--- config.mk ---
export PLATFORM = sky130hd
export DESIGN_NAME = mc_ctrl
export DESIGN_NICKNAME = d
export VERILOG_FILES = /design/src/rtl/mc_ctrl_pkg.sv /design/src/rtl/mc_ctrl_alu_dec.sv /design/src/rtl/mc_ctrl.sv
export SDC_FILE = /design/constraint.sdc
export NUM_CORES = 1
export LEC_CHECK = 0
export ABC_AREA = 1
export CORE_MARGIN = 3
export CORE_UTILIZATION = 40
export CTS_BUF_LIST = sky130_fd_sc_hd__clkbuf_16
export CTS_CLUSTER_DIAMETER = 30
export DETAILED_ROUTE_END_ITERATION = 10
export HOLD_SLACK_MARGIN = 0.1
export PLACE_DENSITY_LB_ADDON = 0.3
export SETUP_SLACK_MARGIN = 0.02
export SYNTH_ARGS = -nofsm -noshare
export SYNTH_HDL_FRONTEND = slang
export SYNTH_SLANG_ARGS = --single-unit
--- constraint.sdc ---
create_clock -name clk -period 1.3 [get_ports clk]
set_input_delay 0.26 -clock clk [delete_from_list [all_inputs] [get_ports clk]]
set_output_delay 0.26 -clock clk [all_outputs]
set_load 0.03 [all_outputs]
--- src/rtl/mc_ctrl_pkg.sv ---
// Shared state encoding, instruction constants and ALU codes for the mc_ctrl
// multicycle controller, plus the per-state Moore output table.
package mc_ctrl_pkg;

   typedef enum logic [3:0] {
      S_FETCH  = 4'd0,
      S_DECODE = 4'd1,
      S_ADDR   = 4'd2,
      S_MEM_RD = 4'd3,
      S_MEM_WR = 4'd4,
      S_WB_MEM = 4'd5,
      S_EXEC_R = 4'd6,
      S_EXEC_I = 4'd7,
      S_WB_ALU = 4'd8,
      S_BRANCH = 4'd9,
      S_JUMP   = 4'd10
   } state_t;

   localparam logic [5:0] OP_RTYPE = 6'b000000;
   localparam logic [5:0] OP_LW    = 6'b100011;
   localparam logic [5:0] OP_SW    = 6'b101011;
   localparam logic [5:0] OP_ADDI  = 6'b001000;
   localparam logic [5:0] OP_BEQ   = 6'b000100;
   localparam logic [5:0] OP_J     = 6'b000010;

   localparam logic [5:0] FN_ADD = 6'b100000;
   localparam logic [5:0] FN_SUB = 6'b100010;
   localparam logic [5:0] FN_AND = 6'b100100;
   localparam logic [5:0] FN_OR  = 6'b100101;
   localparam logic [5:0] FN_SLT = 6'b101010;

   localparam logic [3:0] ALU_ADD = 4'b0010;
   localparam logic [3:0] ALU_SUB = 4'b0110;
   localparam logic [3:0] ALU_AND = 4'b0000;
   localparam logic [3:0] ALU_OR  = 4'b0001;
   localparam logic [3:0] ALU_SLT = 4'b0111;

   // fetch and pc_cond are qualifiers: FETCH strobes wait for memory, BRANCH
   // writes the PC only when the ALU reports equality.
   typedef struct packed {
      logic       pc_write;
      logic       pc_cond;
      logic       fetch;
      logic [1:0] pc_src;
      logic       i_or_d;
      logic       mem_read;
      logic       mem_write;
      logic       reg_write;
      logic       reg_dst;
      logic       alu_src;
      logic       mem_to_reg;
      logic [3:0] alu_ctrl;
   } ctrl_t;

   function automatic ctrl_t state_ctrl(input state_t s, input logic rtype,
                                        input logic [3:0] alu_r);
      ctrl_t c;
      c = '0;
      case (s)
         S_FETCH: begin
            c.fetch    = 1'b1;
            c.mem_read = 1'b1;
         end
         S_ADDR, S_EXEC_I: begin
            c.alu_src  = 1'b1;
            c.alu_ctrl = ALU_ADD;
         end
         S_EXEC_R: c.alu_ctrl = alu_r;
         S_MEM_RD: begin
            c.mem_read = 1'b1;
            c.i_or_d   = 1'b1;
         end
         S_MEM_WR: begin
            c.mem_write = 1'b1;
            c.i_or_d    = 1'b1;
         end
         S_WB_MEM: begin
            c.reg_write  = 1'b1;
            c.mem_to_reg = 1'b1;
         end
         S_WB_ALU: begin
            c.reg_write = 1'b1;
            c.reg_dst   = rtype;
         end
         S_BRANCH: begin
            c.pc_cond  = 1'b1;
            c.pc_src   = 2'd1;
            c.alu_ctrl = ALU_SUB;
         end
         S_JUMP: begin
            c.pc_write = 1'b1;
            c.pc_src   = 2'd2;
         end
         default: ;
      endcase
      return c;
   endfunction

   function automatic logic is_mem_state(input state_t s);
      return (s == S_FETCH) || (s == S_MEM_RD) || (s == S_MEM_WR);
   endfunction

endpackage

--- src/rtl/mc_ctrl_alu_dec.sv ---
// R-type funct decoder: maps funct to an alu_ctrl code and flags legal functs.
module alu_dec
   import mc_ctrl_pkg::*;
(
   input  logic [5:0] funct,
   output logic [3:0] alu_ctrl,
   output logic       funct_ok
);

   always_comb begin
      alu_ctrl = ALU_AND;
      funct_ok = 1'b1;
      case (funct)
         FN_ADD:  alu_ctrl = ALU_ADD;
         FN_SUB:  alu_ctrl = ALU_SUB;
         FN_AND:  alu_ctrl = ALU_AND;
         FN_OR:   alu_ctrl = ALU_OR;
         FN_SLT:  alu_ctrl = ALU_SLT;
         default: funct_ok = 1'b0;
      endcase
   end

endmodule

--- src/rtl/mc_ctrl.sv ---
// Multicycle MIPS-subset control FSM. Define MC_CTRL_MEM_WAIT_EN to make
// FETCH/MEM_RD/MEM_WR wait on mem_ready with a MEM_TIMEOUT abandon counter.
module mc_ctrl
   import mc_ctrl_pkg::*;
#(
   parameter int MEM_TIMEOUT = 15
) (
   input  logic       clk,
   input  logic       rst,
   input  logic [5:0] opcode,
   input  logic [5:0] funct,
   input  logic       zero,
   input  logic       mem_ready,
   output logic       pc_write,
   output logic [1:0] pc_src,
   output logic       i_or_d,
   output logic       mem_read,
   output logic       mem_write,
   output logic       ir_write,
   output logic       reg_write,
   output logic       reg_dst,
   output logic       alu_src,
   output logic       mem_to_reg,
   output logic [3:0] alu_ctrl,
   output logic [3:0] state,
   output logic       illegal,
   output logic       mem_timeout
);

   state_t     state_q, state_n;
   ctrl_t      ctrl_q, ctrl_n;
   logic       is_rtype_q, is_lw_q, rtype_n;
   logic [3:0] dec_alu;
   logic       dec_ok;
   logic       mem_ok, illegal_c, timeout_c;

   alu_dec u_alu_dec (
      .funct    (funct),
      .alu_ctrl (dec_alu),
      .funct_ok (dec_ok)
   );

`ifdef MC_CTRL_MEM_WAIT_EN
   localparam int CNT_W = (MEM_TIMEOUT < 2) ? 1 : $clog2(MEM_TIMEOUT);

   logic [CNT_W-1:0] wait_cnt;

   assign mem_ok    = mem_ready;
   assign timeout_c = is_mem_state(state_q) && !mem_ready &&
                      (wait_cnt == CNT_W'(MEM_TIMEOUT - 1));

   // Counts consecutive not-ready cycles within one memory state only.
   always_ff @(posedge clk) begin
      if (rst)
         wait_cnt <= '0;
      else if ((state_n != state_q) || timeout_c || mem_ready || !is_mem_state(state_q))
         wait_cnt <= '0;
      else
         wait_cnt <= wait_cnt + CNT_W'(1);
   end
`else
   logic unused_mem;

   assign unused_mem = mem_ready ^ (MEM_TIMEOUT != 0);
   assign mem_ok     = 1'b1;
   assign timeout_c  = 1'b0;
`endif

   always_comb begin
      state_n   = state_q;
      illegal_c = 1'b0;
      case (state_q)
         S_FETCH:  if (mem_ok) state_n = S_DECODE;
         S_DECODE: begin
            case (opcode)
               OP_RTYPE: begin
                  if (dec_ok) begin
                     state_n = S_EXEC_R;
                  end else begin
                     state_n   = S_FETCH;
                     illegal_c = 1'b1;
                  end
               end
               OP_LW, OP_SW: state_n = S_ADDR;
               OP_ADDI:      state_n = S_EXEC_I;
               OP_BEQ:       state_n = S_BRANCH;
               OP_J:         state_n = S_JUMP;
               default: begin
                  state_n   = S_FETCH;
                  illegal_c = 1'b1;
               end
            endcase
         end
         S_ADDR:   state_n = is_lw_q ? S_MEM_RD : S_MEM_WR;
         S_MEM_RD: if (mem_ok) state_n = S_WB_MEM;
         S_MEM_WR: if (mem_ok) state_n = S_FETCH;
         S_EXEC_R, S_EXEC_I: state_n = S_WB_ALU;
         default:  state_n = S_FETCH;
      endcase
      if (timeout_c)
         state_n = S_FETCH;
   end

   // Outputs for the next state are precomputed so they are registered and
   // stay constant for the whole of each state.
   assign rtype_n = (state_q == S_DECODE) ? (opcode == OP_RTYPE) : is_rtype_q;
   assign ctrl_n  = state_ctrl(state_n, rtype_n, dec_alu);

   always_ff @(posedge clk) begin
      if (rst) begin
         state_q <= S_FETCH;
         ctrl_q  <= state_ctrl(S_FETCH, 1'b0, ALU_AND);
      end else begin
         state_q <= state_n;
         ctrl_q  <= ctrl_n;
      end
   end

   always_ff @(posedge clk) begin
      if (state_q == S_DECODE) begin
         is_rtype_q <= (opcode == OP_RTYPE);
         is_lw_q    <= (opcode == OP_LW);
      end
   end

   // Reset masks every output in the cycle it is asserted.
   assign pc_write    = !rst && (ctrl_q.pc_write || (ctrl_q.fetch && mem_ok) ||
                                 (ctrl_q.pc_cond && zero));
   assign ir_write    = !rst && ctrl_q.fetch && mem_ok;
   assign pc_src      = rst ? 2'b00 : ctrl_q.pc_src;
   assign i_or_d      = !rst && ctrl_q.i_or_d;
   assign mem_read    = !rst && ctrl_q.mem_read;
   assign mem_write   = !rst && ctrl_q.mem_write;
   assign reg_write   = !rst && ctrl_q.reg_write;
   assign reg_dst     = !rst && ctrl_q.reg_dst;
   assign alu_src     = !rst && ctrl_q.alu_src;
   assign mem_to_reg  = !rst && ctrl_q.mem_to_reg;
   assign alu_ctrl    = rst ? 4'b0000 : ctrl_q.alu_ctrl;
   assign state       = rst ? S_FETCH : state_q;
   assign illegal     = !rst && illegal_c;
   assign mem_timeout = !rst && timeout_c;

endmodule

==> impl_results.md, run 1 <==
* Status: finished, violations left
* Failing checks: setup timing
* DIE WIDTH at 57.99 µm
* Routed Antenna Nets at 0
* Crit path arrival time at roughly 1.4 ns
* CTS Buf Count at 3
* Power per Cell Area at about 770 nW/µm²
* Setup ws final at -0.3342 ns
* RSZ-0062 raised after global routing: yes
* Fin crit share at 125.7%
* Final Hold Violating Endpoints at 0
* Clock-pin slew on the worst setup and hold paths at approximately 0.060 ns
* Switching Fraction at between 20% and 30%
* Most frequent cell after synthesis: nor2_1
* Fmax at between 600 and 700 MHz
* Seq/Total Area, Yosys at between 30 and 40%
* Post-route DRC at 0
* Max-cap viol count at 0
* Synth Warn # at 0
* EDFF count, synth at 1
* CTS tree: yes
* HPWL after DPL at between 2 and 2.5 mm
* Synth area leaders: dfxtp_1 (35%), nor2_1 (12%), nand2_1 (10%)
* Ant diodes at 0
* Initial antenna violation count at 0
* Crit path largest cell delay at about 0.33 ns
* Row cnt at 18
* Synthesized cell area at approximately 1100 µm²
* Port buffer count at 33
* Part of the power in registers at 38.8%
* # setup viols final at 16
* Core ar. at around 2500 µm²
* Crit path required time at around 1.0 ns
* Setup CP Type: reg2out
* I/O pins at 37
* Hold slack at about 0.47 ns
* Synth top area share at between 30% and 40%
* Post-layout minimum cycle time at about 1.6 ns
* Max Buffers Root-to-Sink at 2
* Total Nets Final at ~260
* Total design power at 1648 µW
* Crit path buf inv count at 2
* Placed Area at ~1700 µm²
* Number of global-route vias before repair at between 1,000 and 1,500
* Synth Register Bits at 20
* LEAKAGE at around 0.0011 µW
* Post-route cell area at 2153 µm²
* Top cell by count, worst path: nor3_4
* CP max FO at 2
* Largest net degree at the start of global routing at 13
* Comb power frac at 22.4%
* Vias at around 1,400
* Hold WC Path Type: in2reg
* TritonRoute pass-1 iters at 4
* GPL Wtd Cong at just under 0.9
* Die height at around 58 µm
* Top cells by count, synth: nor2_1 (35), nand2_1 (29), inv_1 (28)
* First-pass GRT wire length at 5.354 mm
* Yosys top cell by area: dfxtp_1
* Internal power at ~1200 µW
* Routed wire length per instance at 14.96 µm
* Initial core utilization at 42.86%
* Syn Inst Count at roughly 170
* Setup crit start kind: flip-flop
* Die ar. at between 3000 and 4000 µm²
* Critical-path cell list: nor2_4 -> inv_2 -> nor3_4 -> nand3_2 -> nor3_4 -> buf_6
* Syn Area/Cell at between 6 and 7 µm²
* Tot GR Track Use at roughly a fifth
* Clock group share of total power at 38.8%
* Skew final at about 0.0052 ns
* Share of cells above drive strength 1 at around 56%
* Switching power total at about 440 µW
* Core Util, Final at a little under nine tenths
* Clock Tree Root: clkbuf_16
* Htree depth at 1
* Worst-Skew Late Latency at 0.26 ns
* Vias per cell at just over 5
* Crit end category: output pin
* 1st-iter DRT viols at 70
* Post-synth cell types at 26
* VDD IR max at 0.001165 V
* P&R area growth vs syn at 99.19%
* Main flop type after synthesis: dfxtp_1
* Crit path max-delay family: simple AND/OR/NAND/NOR gates
* Slowest CP cell: dfxtp_2
* GR Overflow Total at 0
* Post-Route WL at between 4 and 5 mm
* Clk sinks at 20
* Fin. max-slew vios at 0
* Fraction of registers with async set/reset at 0%
-- stage by stage --
| stage | TNS (ns) | cells | setup slack [ns] |
|---|---|---|---|
| 3_3_place_gp | -9.710 | 252 | -0.5064 |
| 3_5_place_dp | -11.61 | 252 | -0.6202 |
| 5_1_grt | -4.242 | 277 | -0.4101 |
| 2_1_floorplan | -0.3478 | 168 | -0.1302 |
| 6_report | -3.001 | 277 | -0.3342 |
| 4_1_cts | -2.448 | 273 | -0.3839 |
-- worst register-to-register path: cells and delay by family, from the launching register on --
family,cells,cell delay [ns]
buffers and inverters,8,0.85
and+or+nand+nor,3,0.39
DFF,1,0.33
-- cell families (layout without fill, tap and decap cells) --
group                  Yosys count  in the layout  synth area share, %
AND/OR/NAND/NOR                 96             96                42.48
buffers and inverters           40            119                14.58
flip-flops                      20             20                37.96
AO/OA/AOI/OAI                   10             10                4.630
other                            1              2               0.3469
-- placed cells by master (no fill, tap or decap), types with 5 or more instances in the layout --
cell | Yosys | layout
dlygate4sd2_1 | 0 | 11
buf_4 | 2 | 47
nor2_2 | 2 | 17
inv_2 | 6 | 8
nor3_4 | 1 | 5
nand3_1 | 12 | 10
buf_6 | 0 | 17
nand2_1 | 29 | 20
nor2_1 | 35 | 14
nand2_2 | 3 | 8
dfxtp_1 | 19 | 15
inv_1 | 28 | 25
nor2_4 | 2 | 8
-- routing by layer --
layer	share of wire (%)	global-route usage [%]	wire (µm)	up-vias
met1	36	22.01	1510	654
met5	0	0	0	-
met4	3.7	9.934	155	0
li1	-	-	-	663
met3	6.5	2.004	268	12
met2	53	39.35	2210	69
-- final timing paths --
kind | startpoint | slack (ns) | cells past startpoint | end
min | funct[2] | 0.47 | 4 | ctrl_q[2]
min reg2reg | is_rtype_q | 0.48 | 2 | is_rtype_q
max | state_q[2] | -0.33 | 6 | illegal
max reg2reg | state_q[2] | -0.32 | 11 | ctrl_q[10]
-- cell type report --
type | count | area, µm²
clock buffer | 3 | 75.07
clock inverter | 1 | 3.754
fill | 147 | 369.1
inverter | 35 | 136.4
multi-input combinational | 108 | 770.7
sequential | 20 | 417.9
tap | 30 | 37.54
timing repair buffer | 80 | 711.9
-- power by group through the flow --
stage	sequential, µW	clock [µW]	combinational (µW)
global route	639	666	392
global placement	651	0	263
finish	639	640	369
CTS	636	640	307
floorplan	650	0	149
detailed placement	651	0	271
-- sequential cells by signal, indices dropped and copies added (netlist names) --
name        count
ctrl_q         14
is_rtype_q      1
state_q         4
is_lw_q         1
-- repair_timing --
action | in CTS | in global routing
hold buffers | 0 | 0
pin swaps | 14 | 23
setup endpoints to repair | 33 | 23
setup buffers | 18 | 6
resized for setup | 45 | 41
(Power assumes the default switching activity.)
==> inputs of run 2 (changes only) <==
--- a/config.mk
+++ b/config.mk
@@ -6,8 +6,10 @@
 export NUM_CORES = 1
 export LEC_CHECK = 0
 export ABC_AREA = 1
+export CELL_PAD_IN_SITES_DETAIL_PLACEMENT = 1
+export CELL_PAD_IN_SITES_GLOBAL_PLACEMENT = 1
 export CORE_MARGIN = 3
-export CORE_UTILIZATION = 40
+export CORE_UTILIZATION = 28
 export CTS_BUF_LIST = sky130_fd_sc_hd__clkbuf_16
 export CTS_CLUSTER_DIAMETER = 30
 export DETAILED_ROUTE_END_ITERATION = 10
@@ -16,4 +18,5 @@
 export SETUP_SLACK_MARGIN = 0.02
 export SYNTH_ARGS = -nofsm -noshare
 export SYNTH_HDL_FRONTEND = slang
+export SYNTH_HIERARCHICAL = 1
 export SYNTH_SLANG_ARGS = --single-unit
==> run 2 against run 1 <==
Effect of this change: the flow still finishes with violations (setup timing); global-route usage is 4.6 points lower; flip-flop and latch count is 1 higher; fmax is 5.6% higher; final cell count is 18% higher; via count is 2.6% higher; power is 3.6% higher; combinational power is 6.5% higher; critical endpoint is now ctrl_q[1].
==> impl_results.md, run 2 <==
* Status: finished, violations left
* Failing checks: setup timing
* Yosys top cell by area: dfxtp_1
* Initial antenna violation count at 0 (unchanged)
* Die ar. at 5063 µm² (+51%)
* Skew final at 0.001789 ns (-0.003459 ns)
* Finished Layout Cells at 326 (+18%)
* Post-layout minimum cycle time at 1.548 ns (-0.08659 ns)
* Max reg flops at 15 (+1)
* Switching power total at 446.4 µW (+0.34%)
* RR Startpoint: state_q[3]
* Ant diodes at 0 (unchanged)
* Share of cells above drive strength 1 at 58.33% (+2.1 points)
* Seq/Total Area, Yosys at 36.21% (-1.8 points)
* # setup viols final at 10 (-6)
* Most common cell after layout, fill and taps aside: buf_4
* Hold WC Path Type: in2reg
* Clock-pin slew on the worst setup and hold paths at 0.06 ns (about the same)
* Routed Antenna Nets at 0 (unchanged)
* Setup ws final at -0.2476 ns (+0.08659 ns)
* Fmax at 646.2 MHz (+5.6%)
* Switching Fraction at 26.14% (-0.86 points)
* Syn Area/Cell at 6.356 µm² (-1.8%)
* Initial core utilization at 29.29% (-14 points)
* Comb power frac at 23.0% (+0.6 points)
* Post-Syn Nets at between 200 and 250
* Post-Route WL at 4.120 mm (-0.60%)
* Number of global-route vias before repair at 1,461 (+13%)
* CTS Buf Count at 3 (unchanged)
* Clk sinks at 21 (+5.0%)
* Fraction of registers with async set/reset at 0% (unchanged)
* Total Nets Final at 293 (+11%)
* CP max FO at 5 (+3)
* Post-synth cell types at 25 (-3.8%)
* Clock Tree Root: clkbuf_16
* Fin. max-slew vios at 0 (unchanged)
* Commonest non-fill, non-tap cells in the layout: buf_4 (70), inv_1 (31), nand2_1 (25), nor2_1 (23), dfxtp_1 (16)
* Row cnt at 23 (+5)
* WHS Path Cells at 4 (unchanged)
* Dpl cells at 296 (+17%)
* 1st-iter DRT viols at 44 (-37%)
* Top cell by count, worst path: nand2_1
* Syn Inst Count at 187 (+12%)
* Clock group share of total power at 37.6% (-1.2 points)
* GR Overflow Total at 0 (unchanged)
* Post-route DRC at 0 (unchanged)
* Core ar. at 4058 µm² (+61%)
* Max Buffers Root-to-Sink at 2 (unchanged)
* Critical-path cell list: nor2_4 -> inv_4 -> nor2_4 -> inv_2 -> or2_4 -> nand3_4 -> nor2_2 -> nand2_1 -> nand2_1 -> nand2_1 -> nand2_1
* Vias at 1,434 (+2.6%)
* Placed Area at 1790 µm² (+8.2%)
* Synthesized cell area at 1189 µm² (+10%)
* Crit path arrival time at 1.69 ns (+0.32 ns)
* R2R depth at 11 (unchanged)
* Synth area leaders: dfxtp_1 (34%), inv_1 (13%), nor2_1 (12%)
* Top cells by count, synth: inv_1 (41), nor2_1 (38), nand2_1 (31)
* EDFF count, synth at 1 (unchanged)
* Part of the power in registers at 39.4% (+0.6 points)
* Die height at 71.16 µm (+23%)
* Routed wire length per instance at 12.64 µm (-16%)
* Internal power at 1261 µW (+4.8%)
* R2R Setup Slk at -0.25 ns (+0.07 ns)
* Synth top area share at 33.68% (-1.5 points)
* Synth Register Bits at 21 (+5.0%)
* Htree depth at 1 (unchanged)
* Hold slack at 0.3381 ns (-0.1329 ns)
* Largest net degree at the start of global routing at 15 (+2)
* First-pass GRT wire length at 6.472 mm (+21%)
* Max-cap viol count at 0 (unchanged)
* Main flop type after synthesis: dfxtp_1
* Total design power at 1707 µW (+3.6%)
* Fin crit share at 119.0% (-6.7 points)
* VDD IR max at 0.0004031 V (-65%)
* RSZ-0062 raised after global routing: yes
* Crit path required time at 1.44 ns (+0.40 ns)
* Worst-Skew Late Latency at 0.25 ns (about the same)
* Post-route cell area at 2235 µm² (+3.8%)
* Slowest CP cell: dfxtp_2
* P&R area growth vs syn at 88.00%
* Setup CP Type: reg2reg
* TritonRoute pass-1 iters at 4 (unchanged)
* Port buffer count at 34 (+3.0%)
* GPL Wtd Cong at 0.7736 (-12%)
* DIE WIDTH at 71.16 µm (+23%)
* Tot GR Track Use at 15.87% (-4.6 points)
* Synth Warn # at 6 (+6)
* Worst hold endpoint: ctrl_q[2]
* Setup crit start kind: flip-flop
* Most frequent cell after synthesis: inv_1
* Crit path largest cell delay at 0.33 ns (about the same)
* Reg2reg end: ctrl_q[1]
* Largest regs: ctrl_q: 15 flops, state_q: 4 flops
* Power per Cell Area at 764.0 nW/µm² (-0.15%)
* Vias per cell at 4.399 (-13%)
* HP Start: funct[2]
* I/O pins at 37 (unchanged)
* HPWL after DPL at 2.565 mm (+18%)
* LEAKAGE at 0.001135 µW (+7.5%)
* Crit end category: flip-flop
* CTS tree: yes
* Final Hold Violating Endpoints at 0 (unchanged)
* Top reg by flops: ctrl_q
[run 2: per-stage QoR]
stage               setup TNS, ns  setup WS (ns)  utilization, %
floorplan                 -0.7863       -0.07630               -
global placement           -11.01        -0.6823           44.13
detailed placement         -11.79        -0.7464           44.13
CTS                        -1.026        -0.1817           51.34
global route               -2.307        -0.3543           55.07
finish                     -1.193        -0.2476           55.07
[run 2: cell families after synthesis]
family / Yosys count / synth area share (%)
flip-flops: 21 / 36.21
buffers and inverters: 50 / 16.42
AO/OA/AOI/OAI: 9 / 5.159
AND/OR/NAND/NOR: 105 / 41.58
other: 2 / 0.6318
[run 2: per-layer routing]
layer  vias up  track usage (%)  wire (µm)
li1        735                -          -
met4         0            5.428         85
met5         -                0          0
met1       656            17.17       1660
met2        35            31.22       2243
met3         8            1.705        131
[run 2: worst max path at each step]
stage	from	endpoint	slack, ns	cells past startpoint
finish	state_q[3]	ctrl_q[1]	-0.25	11
global route	state_q[3]	ctrl_q[1]	-0.35	11
CTS	state_q[3]	illegal	-0.18	6
detailed placement	funct[4]	ctrl_q[1]	-0.75	15
global placement	funct[4]	ctrl_q[1]	-0.68	15
floorplan	rst	alu_ctrl[0]	-0.08	3
[run 2: final cells by class]
class,instances,area [µm²]
clock buffer,3,75.07
clock inverter,1,3.754
fill,517,1823
inverter,45,176.4
multi-input combinational,116,739.5
sequential,21,437.9
tap,50,62.56
timing repair buffer,90,739.5
[run 2: timing repair]
| action | in CTS | in global routing |
|---|---|---|
| resized for setup | 76 | 46 |
| endpoints found under the setup margin | 33 | 16 |
| setup buffers | 20 | 5 |
| pin swaps | 16 | 13 |
| gates cloned | 1 | 0 |
| hold buffers | 0 | 0 |
[run 2: critical path, delay by kind of cell (launching register included)]
family	cells	cell delay (ns)
simple gates	9	0.99
flops	1	0.33
buf+inv	2	0.11
[run 2: power by group through the flow]
stage | registers (µW) | clock network [µW] | logic, µW
floorplan | 687 | 0 | 149
CTS | 673 | 645 | 351
global placement | 687 | 0 | 296
finish | 673 | 641 | 393
detailed placement | 688 | 0 | 302
global route | 674 | 678 | 426
==> inputs of run 3 (changes only) <==
--- a/config.mk
+++ b/config.mk
@@ -8,6 +8,7 @@
 export ABC_AREA = 1
 export CELL_PAD_IN_SITES_DETAIL_PLACEMENT = 1
 export CELL_PAD_IN_SITES_GLOBAL_PLACEMENT = 1
+export CORE_ASPECT_RATIO = 1.4
 export CORE_MARGIN = 3
 export CORE_UTILIZATION = 28
 export CTS_BUF_LIST = sky130_fd_sc_hd__clkbuf_16
==> run 3 against run 2 <==
Effect of this change: the run still ends with setup timing left; flip-flop and latch count did not move; first-iteration DRC count fell by 68%; clock skew rose by 0.0014 ns; routed wire length rose by 9.9%; largest power group unchanged; sequential share of layout area fell by 0.64 points; non-clock buffer count rose by 2; die area rose by 0.21%; highest routed layer unchanged; global-route usage rose by 0.70 points; via count rose by 3.4%; register-to-register slack improved by 0.06 ns; final cell count fell by 1.5%; worst hold slack got worse by 0.021 ns.
==> impl_results.md, run 3 (synthesis gave the netlist of run 2 again) <==
* Die ar. at 5074 µm² (+0.21%)
* Final Hold Violating Endpoints at 0 (unchanged)
* Setup crit start kind: flip-flop
* GR Overflow Total at 0 (unchanged)
* Crit path arrival time at 1.26 ns (-0.43 ns)
* Htree depth at 1 (unchanged)
* Power per Cell Area at 754.8 nW/µm² (-1.2%)
* Setup_tns at -1.385 ns (-0.1916 ns)
* RSZ-0062 raised after global routing: yes
* Vias per cell at 4.620 (+5.0%)
* Post-Route WL at 4.527 mm (+9.9%)
* Number of global-route vias before repair at 1,457 (-0.27%)
* I/O pins at 37 (unchanged)
* CTS Buf Count at 3 (unchanged)
* Ant diodes at 0 (unchanged)
* GPL Wtd Cong at 0.8363 (+8.1%)
* 1st-iter DRT viols at 14 (-68%)
* Initial core utilization at 29.57% (+0.27 points)
* Failing checks: setup timing
* Vias at 1,483 (+3.4%)
* Fin crit share at 117.0% (-2.1 points)
* Skew final at 0.003209 ns (+0.001420 ns)
* Die height at 83.09 µm (+17%)
* Max-cap viol count at 0 (unchanged)
* Port buffer count at 34 (unchanged)
* Crit end category: output pin
* Status: finished, violations left
* Post-route DRC at 0 (unchanged)
* Setup ws final at -0.2204 ns (+0.02723 ns)
* # hold bufs at CTS at 0 (unchanged)
* Clk sinks at 21 (unchanged)
* Total Nets Final at 295 (+0.68%)
* Initial antenna violation count at 0 (unchanged)
* Clock-pin slew on the worst setup and hold paths at 0.06 ns (about the same)
* First-pass GRT wire length at 6.444 mm (-0.43%)
* Largest regs: ctrl_q: 15 flops, state_q: 4 flops
* VDD IR max at 0.0004490 V (+11%)
* Top reg by flops: ctrl_q
* Max Buffers Root-to-Sink at 2 (unchanged)
* Max reg flops at 15 (unchanged)
* P&R area growth vs syn at 95.47%
* Routed wire length per instance at 14.10 µm (+12%)
* Row cnt at 27 (+17%)
* Fin. max-slew vios at 0 (unchanged)
* Crit path required time at 1.04 ns (-0.40 ns)
* Share of cells above drive strength 1 at 61.87% (+3.5 points)
* Post-layout minimum cycle time at 1.520 ns (-0.02723 ns)
* Tot GR Track Use at 16.57% (+0.70 points)
* CTS tree: yes
* LEAKAGE at 0.001186 µW (+4.5%)
* Pre-CTS setup slack at -0.6951 ns (+0.05128 ns)
* Largest net degree at the start of global routing at 17 (+2)
* Total design power at 1754 µW (+2.7%)
* Core Util, Final at 57.80% (+2.7 points)
* Core ar. at 4020 µm² (-0.92%)
* Clock Tree Root: clkbuf_16
* Most common cell after layout, fill and taps aside: buf_4
* Hold slack at 0.3169 ns (-0.02123 ns)
* Routed Antenna Nets at 0 (unchanged)
* Worst-Skew Late Latency at 0.25 ns (about the same)
* Setup CP Type: reg2out
* # setup viols final at 11 (+1)
* HPWL after DPL at 2.577 mm (+0.47%)
* Commonest non-fill, non-tap cells in the layout: buf_4 (66), inv_1 (31), nand2_1 (19), nor2_1 (18), nor2_2 (17)
* Hold WC Path Type: in2reg
* Fmax at 657.7 MHz (+1.8%)
* TritonRoute pass-1 iters at 4 (unchanged)
* DIE WIDTH at 61.07 µm (-14%)
* CP max FO at 2 (-3)
-- run 3: cell types whose count changed in the layout (fill, tap and decap cells not counted), moves of 3 or more --
cell | previous run | this run
nand2_2 | 6 | 10
nor2_4 | 9 | 12
nor2_1 | 23 | 18
buf_4 | 70 | 66
inv_2 | 12 | 9
buf_6 | 9 | 16
nand2_1 | 25 | 19
-- run 3: worst max-delay path, stage by stage, from the launching register on --
cell and delay [ns]:
dfxtp_2 0.34, nor2_4 0.15, inv_4 0.06, nor2_4 0.10
inv_2 0.06, nor3_4 0.16, buf_6 0.15
-- run 3: power breakdown --
part,internal [µW],switching [µW]
sequential,665,9.23
clock,413,235
combinational,208,224
total,1290,468
-- run 3: path summary, 6_finish.rpt --
check                           cells after the start  slack [ns]       start        end
worst min register to register                      2        0.47  is_rtype_q  ctrl_q[6]
worst min-delay path                                4        0.32    funct[2]  ctrl_q[2]
worst max register to register                     11       -0.19  state_q[3]  ctrl_q[1]
worst max-delay path                                6       -0.22  state_q[3]    illegal
-- run 3: layout make-up --
type                       count  area (µm²)
clock buffer                   3       75.07
fill                         513        1697
sequential                    21       440.4
clock inverter                 1       5.005
timing repair buffer          92       784.5
tap                           43       53.80
multi-input combinational    116       783.3
inverter                      45       181.4
-- run 3: what timing repair did --
action / CTS / global route
setup endpoints to repair: 33 / 17
cloned: 1 / 0
gates resized for setup: 88 / 53
buffers inserted: 23 / 11
pin swaps: 19 / 15
-- run 3: through the flow --
stage          cell area, µm²  cells
2_1_floorplan            1227    187
3_3_place_gp             1752    285
3_5_place_dp             1752    285
4_1_cts                  2102    313
5_1_grt                  2323    321
6_report                 2323    321
-- run 3: per-layer routing --
layer	vias to the layer above	part of all wire (%)	track usage, %
met1	692	36	16.79
li1	736	-	-
met2	41	58	31.41
met3	14	2.5	1.711
met5	-	0	0
met4	0	3.7	7.298
